[src/rtl/adc_capture_avmm_if.sv]
// Avalon-MM register bus of the ADC capture engine (2-bit word address,
// 32-bit data, read latency 1).
interface adc_capture_avmm_if;
  logic [1:0]  address;
  logic        chipselect;
  logic        read;
  logic        write;
  logic [31:0] writedata;
  logic [31:0] readdata;

  modport master (
    output address, chipselect, read, write, writedata,
    input  readdata
  );

  modport slave (
    input  address, chipselect, read, write, writedata,
    output readdata
  );
endinterface

[src/rtl/adc_capture_avmm.sv]
// ADC capture engine: divided sample clock, optional threshold trigger,
// N-sample capture into an on-chip FIFO drained through an Avalon-MM
// DATA register, and a level interrupt on completion.
module adc_capture_avmm #(
  parameter int DATA_W     = 14,
  parameter int FIFO_DEPTH = 256
) (
  input  logic              clk,
  input  logic              reset_n,
  adc_capture_avmm_if.slave avs,
  output logic              ad_clk,
  input  logic [DATA_W-1:0] ad_data,
  output logic              irq
);

  localparam int AW = $clog2(FIFO_DEPTH);
  localparam int LW = AW + 1;

  typedef enum logic [1:0] {S_IDLE, S_ARMED, S_CAPTURE, S_DONE} state_t;

  state_t            state, state_nxt;
  logic              trig_en, irq_en, done;
  logic [7:0]        div, div_cnt;
  logic [15:0]       len;
  logic [DATA_W-1:0] thresh, ad_q, prev;
  logic [LW-1:0]     cnt, cnt_inc, n_eff, level;
  logic [AW-1:0]     wr_ptr, rd_ptr;
  logic [DATA_W-1:0] mem [FIFO_DEPTH];

  // Bus decode. A read that collides with a write is answered with 0 and
  // must not pop, so pops only come from pure reads.
  logic wr_en, rd_sel, ctrl_wr, start_req, abort_req, done_clr_req;
  logic pop_en, push_en, last_push, fifo_empty, div_wrap, smp, trig_hit;

  assign wr_en        = avs.chipselect & avs.write;
  assign rd_sel       = avs.chipselect & avs.read;
  assign ctrl_wr      = wr_en && (avs.address == 2'd0);
  assign start_req    = ctrl_wr & avs.writedata[0];
  assign abort_req    = ctrl_wr & avs.writedata[1] & ~avs.writedata[0];
  assign done_clr_req = ctrl_wr & avs.writedata[4];
  assign fifo_empty   = (level == '0);
  assign pop_en       = rd_sel & ~avs.write & (avs.address == 2'd3) & ~fifo_empty;

  // Writedata bits with no register behind them.
  logic unused_wd;
  assign unused_wd = ^{avs.writedata[31:16], avs.writedata[7:5]};

  // Out-of-range or zero LEN means a full-FIFO capture.
  assign n_eff   = (len == 16'd0 || 32'(len) > FIFO_DEPTH) ? LW'(FIFO_DEPTH) : len[LW-1:0];
  assign cnt_inc = cnt + LW'(1);

  // The counter wraps as soon as it is at or above DIV, which also covers
  // DIV being lowered below the running count.
  assign div_wrap = (div_cnt >= div);
  assign smp      = div_wrap & ad_clk;
  assign trig_hit = smp && (prev < thresh) && (thresh <= ad_q);

  // Configuration registers written from the bus.
  // NOTE: every clocked process uses non-blocking assignments so all
  // registers update from the same pre-edge values; blocking ones would make
  // the result depend on process ordering.
  always_ff @(posedge clk or negedge reset_n) begin
    if (!reset_n) begin
      trig_en <= 1'b0;
      irq_en  <= 1'b0;
      div     <= '0;
      len     <= '0;
      thresh  <= '0;
    end else if (wr_en) begin
      case (avs.address)
        2'd0: begin
          trig_en <= avs.writedata[2];
          irq_en  <= avs.writedata[3];
          div     <= avs.writedata[15:8];
        end
        2'd1:    len    <= avs.writedata[15:0];
        2'd2:    thresh <= avs.writedata[DATA_W-1:0];
        default: ;
      endcase
    end
  end

  // Sample clock divider and input register.
  always_ff @(posedge clk or negedge reset_n) begin
    if (!reset_n) begin
      div_cnt <= '0;
      ad_clk  <= 1'b0;
      ad_q    <= '0;
    end else begin
      ad_q <= ad_data;
      if (div_wrap) begin
        div_cnt <= '0;
        ad_clk  <= ~ad_clk;
      end else begin
        div_cnt <= div_cnt + 8'd1;
      end
    end
  end

  // Capture FSM: state register.
  always_ff @(posedge clk or negedge reset_n) begin
    if (!reset_n) state <= S_IDLE;
    else          state <= state_nxt;
  end

  // Capture FSM: next state. START beats ABORT; the trigger mode comes from
  // the same CTRL write that carries START.
  always_comb begin
    state_nxt = state;
    if (start_req)      state_nxt = avs.writedata[2] ? S_ARMED : S_CAPTURE;
    else if (abort_req) state_nxt = S_IDLE;
    else if (push_en)   state_nxt = last_push ? S_DONE : S_CAPTURE;
  end

  // Capture FSM: outputs. The triggering sample is itself stored as sample 0.
  // NOTE: every signal assigned in a combinational block gets a default
  // first, so no path leaves it unassigned and no latch is inferred.
  always_comb begin
    push_en = 1'b0;
    if (!start_req && !abort_req) begin
      case (state)
        S_ARMED:   push_en = trig_hit;
        S_CAPTURE: push_en = smp;
        default:   push_en = 1'b0;
      endcase
    end
    last_push = push_en && (cnt_inc == n_eff);
  end

  // Sample counter, trigger history and completion flag.
  always_ff @(posedge clk or negedge reset_n) begin
    if (!reset_n) begin
      cnt  <= '0;
      prev <= '1;
      done <= 1'b0;
    end else begin
      if (start_req)    cnt <= '0;
      else if (push_en) cnt <= cnt_inc;

      // All-ones on arming, so the first strobe can never look like a crossing.
      if (start_req)                                    prev <= '1;
      else if (state == S_ARMED && smp && !abort_req)   prev <= ad_q;

      if (start_req)         done <= 1'b0;
      else if (last_push)    done <= 1'b1;
      else if (done_clr_req) done <= 1'b0;
    end
  end

  // FIFO pointers and fill level; START flushes.
  always_ff @(posedge clk or negedge reset_n) begin
    if (!reset_n) begin
      wr_ptr <= '0;
      rd_ptr <= '0;
      level  <= '0;
    end else if (start_req) begin
      wr_ptr <= '0;
      rd_ptr <= '0;
      level  <= '0;
    end else begin
      if (push_en) wr_ptr <= wr_ptr + AW'(1);
      if (pop_en)  rd_ptr <= rd_ptr + AW'(1);
      case ({push_en, pop_en})
        2'b10:   level <= level + LW'(1);
        2'b01:   level <= level - LW'(1);
        default: ;
      endcase
    end
  end

  // FIFO storage.
  // NOTE: the sample array has no reset; the pointers and level define which
  // entries are valid, so stale contents are never observable.
  always_ff @(posedge clk) begin
    if (push_en) mem[wr_ptr] <= ad_q;
  end

  // Registered read data (latency 1, holds until the next read).
  always_ff @(posedge clk or negedge reset_n) begin
    if (!reset_n) begin
      avs.readdata <= '0;
    end else if (rd_sel) begin
      if (avs.write) begin
        avs.readdata <= '0;
      end else begin
        case (avs.address)
          2'd0: avs.readdata <= {{(16-LW){1'b0}}, level, div, 4'b0000,
                                 (state == S_ARMED), fifo_empty, done,
                                 (state == S_ARMED) || (state == S_CAPTURE)};
          2'd1: avs.readdata <= {16'h0000, len};
          2'd2: avs.readdata <= {{(32-DATA_W){1'b0}}, thresh};
          default: avs.readdata <= fifo_empty ? 32'h0
                                 : {1'b1, {(31-DATA_W){1'b0}}, mem[rd_ptr]};
        endcase
      end
    end
  end

  // Registered level interrupt.
  always_ff @(posedge clk or negedge reset_n) begin
    if (!reset_n) irq <= 1'b0;
    else          irq <= done & irq_en;
  end

endmodule

[src/flat_wrapper.sv]
// flat-port wrapper written by rule: the top's interface ports become plain ports
module adc_capture_avmm_flat 
#(
  parameter int DATA_W     = 14,
  parameter int FIFO_DEPTH = 256
)
  (clk, reset_n, ad_clk, ad_data, irq, avs_address, avs_chipselect, avs_read, avs_write, avs_writedata, avs_readdata);
  adc_capture_avmm_if avs_i ();
  input  logic clk;
  input  logic reset_n;
  output logic ad_clk;
  input  logic [DATA_W-1:0] ad_data;
  output logic irq;
  input wire logic [$bits(avs_i.address)-1:0] avs_address;
  input wire logic [$bits(avs_i.chipselect)-1:0] avs_chipselect;
  input wire logic [$bits(avs_i.read)-1:0] avs_read;
  input wire logic [$bits(avs_i.write)-1:0] avs_write;
  input wire logic [$bits(avs_i.writedata)-1:0] avs_writedata;
  output wire logic [$bits(avs_i.readdata)-1:0] avs_readdata;
  assign avs_i.address = avs_address;
  assign avs_i.chipselect = avs_chipselect;
  assign avs_i.read = avs_read;
  assign avs_i.write = avs_write;
  assign avs_i.writedata = avs_writedata;
  assign avs_readdata = avs_i.readdata;
  adc_capture_avmm #(.DATA_W(DATA_W), .FIFO_DEPTH(FIFO_DEPTH)) u_core (.clk(clk), .reset_n(reset_n), .avs(avs_i), .ad_clk(ad_clk), .ad_data(ad_data), .irq(irq));
endmodule
[config.mk]
export PLATFORM = sky130hd
export DESIGN_NAME = adc_capture_avmm_flat
export DESIGN_NICKNAME = d
export VERILOG_FILES = /design/src/rtl/adc_capture_avmm_if.sv /design/src/rtl/adc_capture_avmm.sv /design/src/flat_wrapper.sv
export SDC_FILE = /design/constraint.sdc
export NUM_CORES = 2
export LEC_CHECK = 0
export BUFFER_PORTS_ARGS = -buffer_cell sky130_fd_sc_hd__clkbuf_2
export CAP_MARGIN = 10
export CORE_ASPECT_RATIO = 1.5
export CORE_MARGIN = 2
export CORE_UTILIZATION = 50
export CTS_BUF_LIST = sky130_fd_sc_hd__clkbuf_8
export CTS_CLUSTER_DIAMETER = 50
export DETAILED_ROUTE_END_ITERATION = 10
export PLACE_DENSITY_LB_ADDON = 0.1
export SLEW_MARGIN = 20
export SYNTH_ARGS = -nofsm -noshare
export SYNTH_HDL_FRONTEND = slang
export SYNTH_SLANG_ARGS = --single-unit
export TNS_END_PERCENT = 50
[constraint.sdc]
create_clock -name clk -period 23.4 [get_ports clk]
set_clock_uncertainty 0.1 [all_clocks]
set_input_delay 1.17 -clock clk [delete_from_list [all_inputs] [get_ports clk]]
set_output_delay 1.17 -clock clk [all_outputs]
set_load 0.03 [all_outputs]
# Yosys cells after proc, flatten, opt, wreduce, memory -nomap -nowiden
# Memory sizes are Yosys's and may differ from the RTL's.
# Index checks and enable logic that the tools add are counted.
# totals
mem_bits_rw	3584
wordCells	100
memories	1
inputBits	53
reg_bits	146
output_inout_bits	34
# op_classes
n_eq_ne	8
mux	27
n_lt_le_gt_ge	4
n_bitwise	15
addsub	6
reduce_logical	23
# mem_list
memory	depth	word_bits	rd	rd_clocked_by_memory_dff	write_ports	line_no	source
u_core.mem	256	14	1	0	1	adc_capture_avmm.sv:28	logic [DATA_W-1:0] mem [FIFO_DEPTH];
# op_table
cell	n
one-hot mux 32 bit (3 select lines)	1
2-to-1 mux 32 bit	2
2-to-1 mux 8 bit	5
2-to-1 mux 9 bit	4
2-to-1 mux 14 bit	2
adder 8 x 1 -> 8 bit (second input constant)	3
adder 9 x 1 -> 9 bit (second input constant)	2
one-hot mux 9 bit (2 select lines)	1
> comparator 16 x 9 -> 1 bit (second input constant)	1
logical NOT 16 bit	1
<= comparator 14 bit	1
less-than comparator 14 bit	1
bitwise AND 1 bit	11
== test 9 bit	1
logical NOT 9 bit	1
nonzero test 3 bit	3
subtractor 9 x 1 -> 9 bit (second input constant)	1
== test 2 bit (second input constant)	4
greater-or-equal comparator 8 bit	1
2-to-1 mux 2 bit	4
logical AND 1 bit	7
2-to-1 mux 1 bit	7
== test 2 x 1 -> 1 bit (second input constant)	3
AND reduction 2 bit	3
6 further kinds	13

# Longest topological paths before layout
# logic_depth
depth_word	12
ltp_mapped	23

# Worst setup path after synthesis
# OpenSTA, ideal clock, no wires.
# synth_timing
kind	register to register
startpoint	reg u_core.ad_q[7]
endpoint	reg u_core.level[8]
n_path_buf	4
period_less_slack_ns	7.496
slack_ns	15.904
required_ns	23.170
arrival_time_ns	7.266
stages_incl_launch_ff	24
path_cell_list	dfrtp_1 -> inv_1 -> ha_1 -> a21o_1 -> nand3_1 -> a21oi_1 -> or4b_2 -> o22ai_1 -> a21o_1 -> buf_2 -> inv_2 -> clkbuf_1 -> clkbuf_1 -> ha_1 -> clkbuf_1 -> xor2_1 -> ha_1 -> a31oi_1 -> o22ai_1 -> a21oi_1 -> nor2b_1 -> o21ai_0 -> a211o_1 -> nand3_1
# synth_via
elab_chain_len	7
# synth_rtl
element	line_no	source
from (decl)	adc_capture_avmm.sv:25	logic [DATA_W-1:0] thresh, ad_q, prev;
from (signal assigned)	adc_capture_avmm.sv:90	ad_q <= ad_data;
<= comparator 14 bit *	adc_capture_avmm.sv:56	assign trig_hit = smp && (prev < thresh) && (thresh <= ad_q);
logical AND 1 bit *	adc_capture_avmm.sv:56	
one-hot mux 1 bit (2 select lines) *	adc_capture_avmm.sv:121	case (state)
2-to-1 mux 1 bit *	adc_capture_avmm.sv:120	if (!start_req && !abort_req) begin
== test 2 x 1 -> 1 bit / == test 2 bit (equally long branches)	adc_capture_avmm.sv:163	case ({push_en, pop_en})
one-hot mux 9 bit (2 select lines)	adc_capture_avmm.sv:163	
2-to-1 mux 9 bit	adc_capture_avmm.sv:156	end else if (start_req) begin
to (signal assigned)	adc_capture_avmm.sv:164	2'b10: level <= level + LW'(1);
to (signal assigned)	adc_capture_avmm.sv:165	2'b01: level <= level - LW'(1);
to (decl)	adc_capture_avmm.sv:26	logic [LW-1:0] cnt, cnt_inc, n_eff, level;
# Every way passes the cells marked *; elsewhere a longest branch is shown, timed or not.
# A chain may end at the register's enable or synchronous reset.

# Worst setup path after layout
# layout_timing
startpoint	reg u_core.rd_ptr[0]
endpoint	reg u_core.avs.readdata[11]
# layout_via
elab_chain_len	4
# layout_rtl
element	line_no	source
from (decl)	adc_capture_avmm.sv:27	logic [AW-1:0] wr_ptr, rd_ptr;
from (signal assigned)	adc_capture_avmm.sv:162	if (pop_en) rd_ptr <= rd_ptr + AW'(1);
memory read (256 x 14 bit)	--	
2-to-1 mux 32 bit	adc_capture_avmm.sv:192	default: avs.readdata <= fifo_empty ? 32'h0
one-hot mux 32 bit (3 select lines)	adc_capture_avmm.sv:186	case (avs.address)
2-to-1 mux 32 bit	adc_capture_avmm.sv:183	if (avs.write) begin
to (signal assigned)	adc_capture_avmm.sv:187	2'd0: avs.readdata <= {{(16-LW){1'b0}}, level, div, 4'b0000,
to (signal assigned)	adc_capture_avmm.sv:191	2'd2: avs.readdata <= {{(32-DATA_W){1'b0}}, thresh};
to (signal assigned)	adc_capture_avmm.sv:192	
to (decl)	adc_capture_avmm_if.sv:18	output readdata
# Every way passes these cells.

==> impl_results.md <==
* Drc violations at 0
* Io pins at 87
* Worst setup EP type: register
* DP HPWL at 249 mm
* Fin area at between 0.15 and 0.2 mm²
* Drt pass-1 iters at 8
* Crit path time final at 7.23 ns
* Core area at 0.289 mm²
* Gate Count Post-Synth at between 6000 and 7000
* Worst VDD drop at 0.0548 mV
* Status: finished, final reports clean
* Synthesized area per cell at 21.8 µm²
* RePlAce Congestion at 0.942
* Clock root cell: clkbuf_8
* CTS clk-pin slew, worst paths at 0.06 ns
* Multi-input gate area at 0.0332 mm²
* Delay of the slowest cell on the worst path at 0.93 ns
* Total number of vias at 72800
* Storage element area at between 0.1 and 0.15 mm²
* Max Cap Viol at 0
* ANT nets after route at 0
* Cell mode on critical path: buf_4
* Global-route usage over all layers at 27.8%
* P per Cell Area at 90.0 mW/mm²
* H-tree Lvls at 6
* Synth Area in Adders at 0.422%
* Sequential area share after synthesis at 76.5%
* Post-CTS Resized at 0
* Routed wire length at between 400 and 500 mm
* 1st-iter DRT viols at 7680
* Clock sink total at 3724
* CP arrival at 8.02 ns
* Vias in the first global route at 74900
* Clk Latency, worst-skew pair at between 1 and 1.5 ns
* Max Fclk at 0.138 GHz
* # nets final at approximately 7300
* Setup CP Type: register to register
* Die Span Y at 664 µm
* Synth cell types at 76
* Post-synthesis simple-gate area fraction at under 10%
* CTS tree: built
* Slew HR at approximately 20%
* Synth warnings at 0
* Final WS setup at 16.17 ns
* Asr flop ratio synth at 3.76%
* Cts bufs inserted at 563
* First-pass GRT wire length at 574 mm
* Mux cell area share after synthesis at 16.4%
* Final Max Slew Viols at 0
* Wire per inst at 36.0 µm
* Die W at 444 µm
* CP delay by family, top: buffers and inverters
* Reg-to-reg slack, setup at between 15 and 20 ns
* CP Launch Type: register
* Final core utilization at 56.1%
* Final hold violations at 0
* Largest family of logic cells by synthesized area: multiplexers
* Unrepaired setup endpoints after global routing: false
* Setup Slack @ Placement at roughly 16 ns
* Sum Neg Setup Slack at 0 ns
* Worst Path Buf+Inv at 5
* Worst Path Max Fanout at 40
* Grt total ovfl at 0
* Largest net degree at the start of global routing at 117
* Hold Path Class: primary input to async pin
* Share of layout cells above drive strength 1 at a little under a third
* Synth-to-layout area growth at 11.8%
* Leak at 0.0518 µW
* Main synth FF type: edfxtp_1
* Slew @ Worst Pin at 1.20 ns
* Placed cell area at 0.152 mm²
* # setup viols final at 0
* Antenna violations before repair at 15
* PnR Total Power at between 10000 and 15000 µW
* Vias per cell at around 6.4
* Worst Path Required at about 24 ns
* Post-synth EDFFs at between 3000 and 4000
* Critical path, cell by cell: buf_4 -> buf_4 -> buf_4 -> buf_4 -> buf_4 -> mux4_2 -> mux4_2 -> o22ai_1 -> a21oi_1 -> o311ai_0 -> o311ai_1
* DIE AREA at between 0.2 and 0.3 mm²
* Row Count at 242
* Post-CTS Setup Bufs at 0
* Period Utilization, post-route at 30.9%
* Xor/xnor share of the synthesized area at 0.169%
* Slowest-stage cell, CP: dfrtp_4
* Layout fillers at ~22000
* Yosys reg bits at between 3000 and 4000
* Area of the mapped netlist at 0.145 mm²
* I/O Buffers at 64
* Compound-Gate Fraction of Synth Area at 2.52%
* Hold_buf cts at 0
* Initial core utilization at 50.2%
* Clock Tree Buf Depth at 4
## layout make-up
cell class / count / share of cell area, %
flip-flops and latches: 3724 / 68.5
well taps: 3782 / 2.91
inverters: 53 / 0.137
clock inverters: 390 / 1.22
repair buffers: 397 / 1.84
clock buffers: 585 / 4.96
diodes: 12 / 0.0185
multi-input cells: 2491 / 20.4
## flip-flops by register name, indices dropped and copies added, names as in the netlist, 9 cells and up
signal,count
u_core.ad_q,14
u_core.avs.readdata,26
u_core.level,9
u_core.thresh,14
u_core.len,16
u_core.cnt,9
u_core.mem,3584
u_core.prev,14
## worst paths after layout
path,from,end,cells after the start
worst max-delay path,u_core.rd_ptr[0]$_DFFE_PN0P_,u_core.avs.readdata[11]$_DFFE_PN0P_,11
min in group clk,ad_data[2],u_core.ad_q[2]$_DFF_PN0_,1
worst max register to register,u_core.rd_ptr[0]$_DFFE_PN0P_,u_core.avs.readdata[11]$_DFFE_PN0P_,11
worst min-delay path,reset_n,u_core.len[15]$_DFFE_PN0P_,1
max in group asynchronous,reset_n,u_core.rd_ptr[4]$_DFFE_PN0P_,2
worst min register to register,u_core.avs.readdata[14]$_DFFE_PN0P_,u_core.avs.readdata[14]$_DFFE_PN0P_,2
## worst reg2reg max path: stages (launching register included)
cell and delay (ns):
dfrtp_4 0.93, buf_4 0.55, buf_4 0.59, buf_4 0.64
buf_4 0.78, buf_4 0.65, mux4_2 0.59, mux4_2 0.55
o22ai_1 0.73, a21oi_1 0.07, o311ai_0 0.66, o311ai_1 0.21
## report_power, final
group | internal [µW] | switching, µW
clock | 2450 | 2490
sequential | 7360 | 94.8
combinational | 917 | 1310
## cells by family (layout without fill, tap and decap cells)
family | after synthesis | after routing
fa+ha+maj | 49 | 49
simple gates | 710 | 710
mux | 1162 | 1162
other cells | 1 | 18
compound gates | 536 | 536
xor+xnor | 28 | 28
flops | 3724 | 3724
buf+inv | 462 | 1425
## layer usage
metal / GRT usage [%] / vias to the layer above / part of all wire [%]
li1: - / 29400 / -
met1: 34.5 / 39300 / 36
met2: 47.3 / 3294 / 51
met3: 5.06 / 835 / 7.1
met4: 13.9 / 0 / 5.6
met5: 0 / - / 0
## cell usage in the layout (no fill, tap or decap), types with 38 or more instances in the layout
master / count
a22o_1: 39
dfrtp_1: 105
clkbuf_8: 585
mux4_2: 969
nand2_1: 157
buf_4: 319
o22ai_1: 46
ha_1: 49
clkbuf_2: 63
a22oi_1: 97
edfxtp_1: 3584
and3_1: 57
nor2_1: 98
clkinv_1: 112
nand3_1: 45
o21ai_0: 78
a21oi_1: 101
clkinv_2: 59
mux2i_1: 160
nor3_2: 144
nor3_4: 49
a221oi_1: 38
inv_1: 230
## cells in the mapped netlist (10+ instances only)
library cell	n	share of area (%)
nor2_1	105	0.27
mux2i_1	160	1.1
a211oi_1	33	0.17
buf_1	24	0.062
o221ai_1	19	0.11
inv_1	47	0.12
mux2_2	33	0.26
buf_4	47	0.24
ha_1	49	0.42
dfrtp_1	126	2.2
a31oi_1	13	0.056
dfstp_2	14	0.25
a221oi_1	38	0.23
nand4_1	10	0.043
nand2b_1	11	0.047
edfxtp_1	3584	74
xor2_1	16	0.096
a22oi_1	97	0.50
a21oi_1	101	0.35
nand3_1	47	0.16
xnor2_1	12	0.072
and3_1	57	0.25
nor2b_1	24	0.10
nor3_1	225	0.78
and2_1	10	0.043
o22ai_1	46	0.20
o21ai_0	82	0.28
nand2_1	169	0.44
a22o_1	39	0.24
buf_2	89	0.31
or3_1	15	0.065
clkbuf_1	209	0.54
mux4_2	969	15
buf_6	36	0.28
## through the flow
step                hold slack [ns]  instances
finish                       0.0374      11400
global route                 0.0317      11400
CTS                         0.00769      11400
detailed placement            0.376      10400
global placement              0.368      10400
floorplan                     0.355       6677
Note: power is estimated with default switching activity, not from simulation.
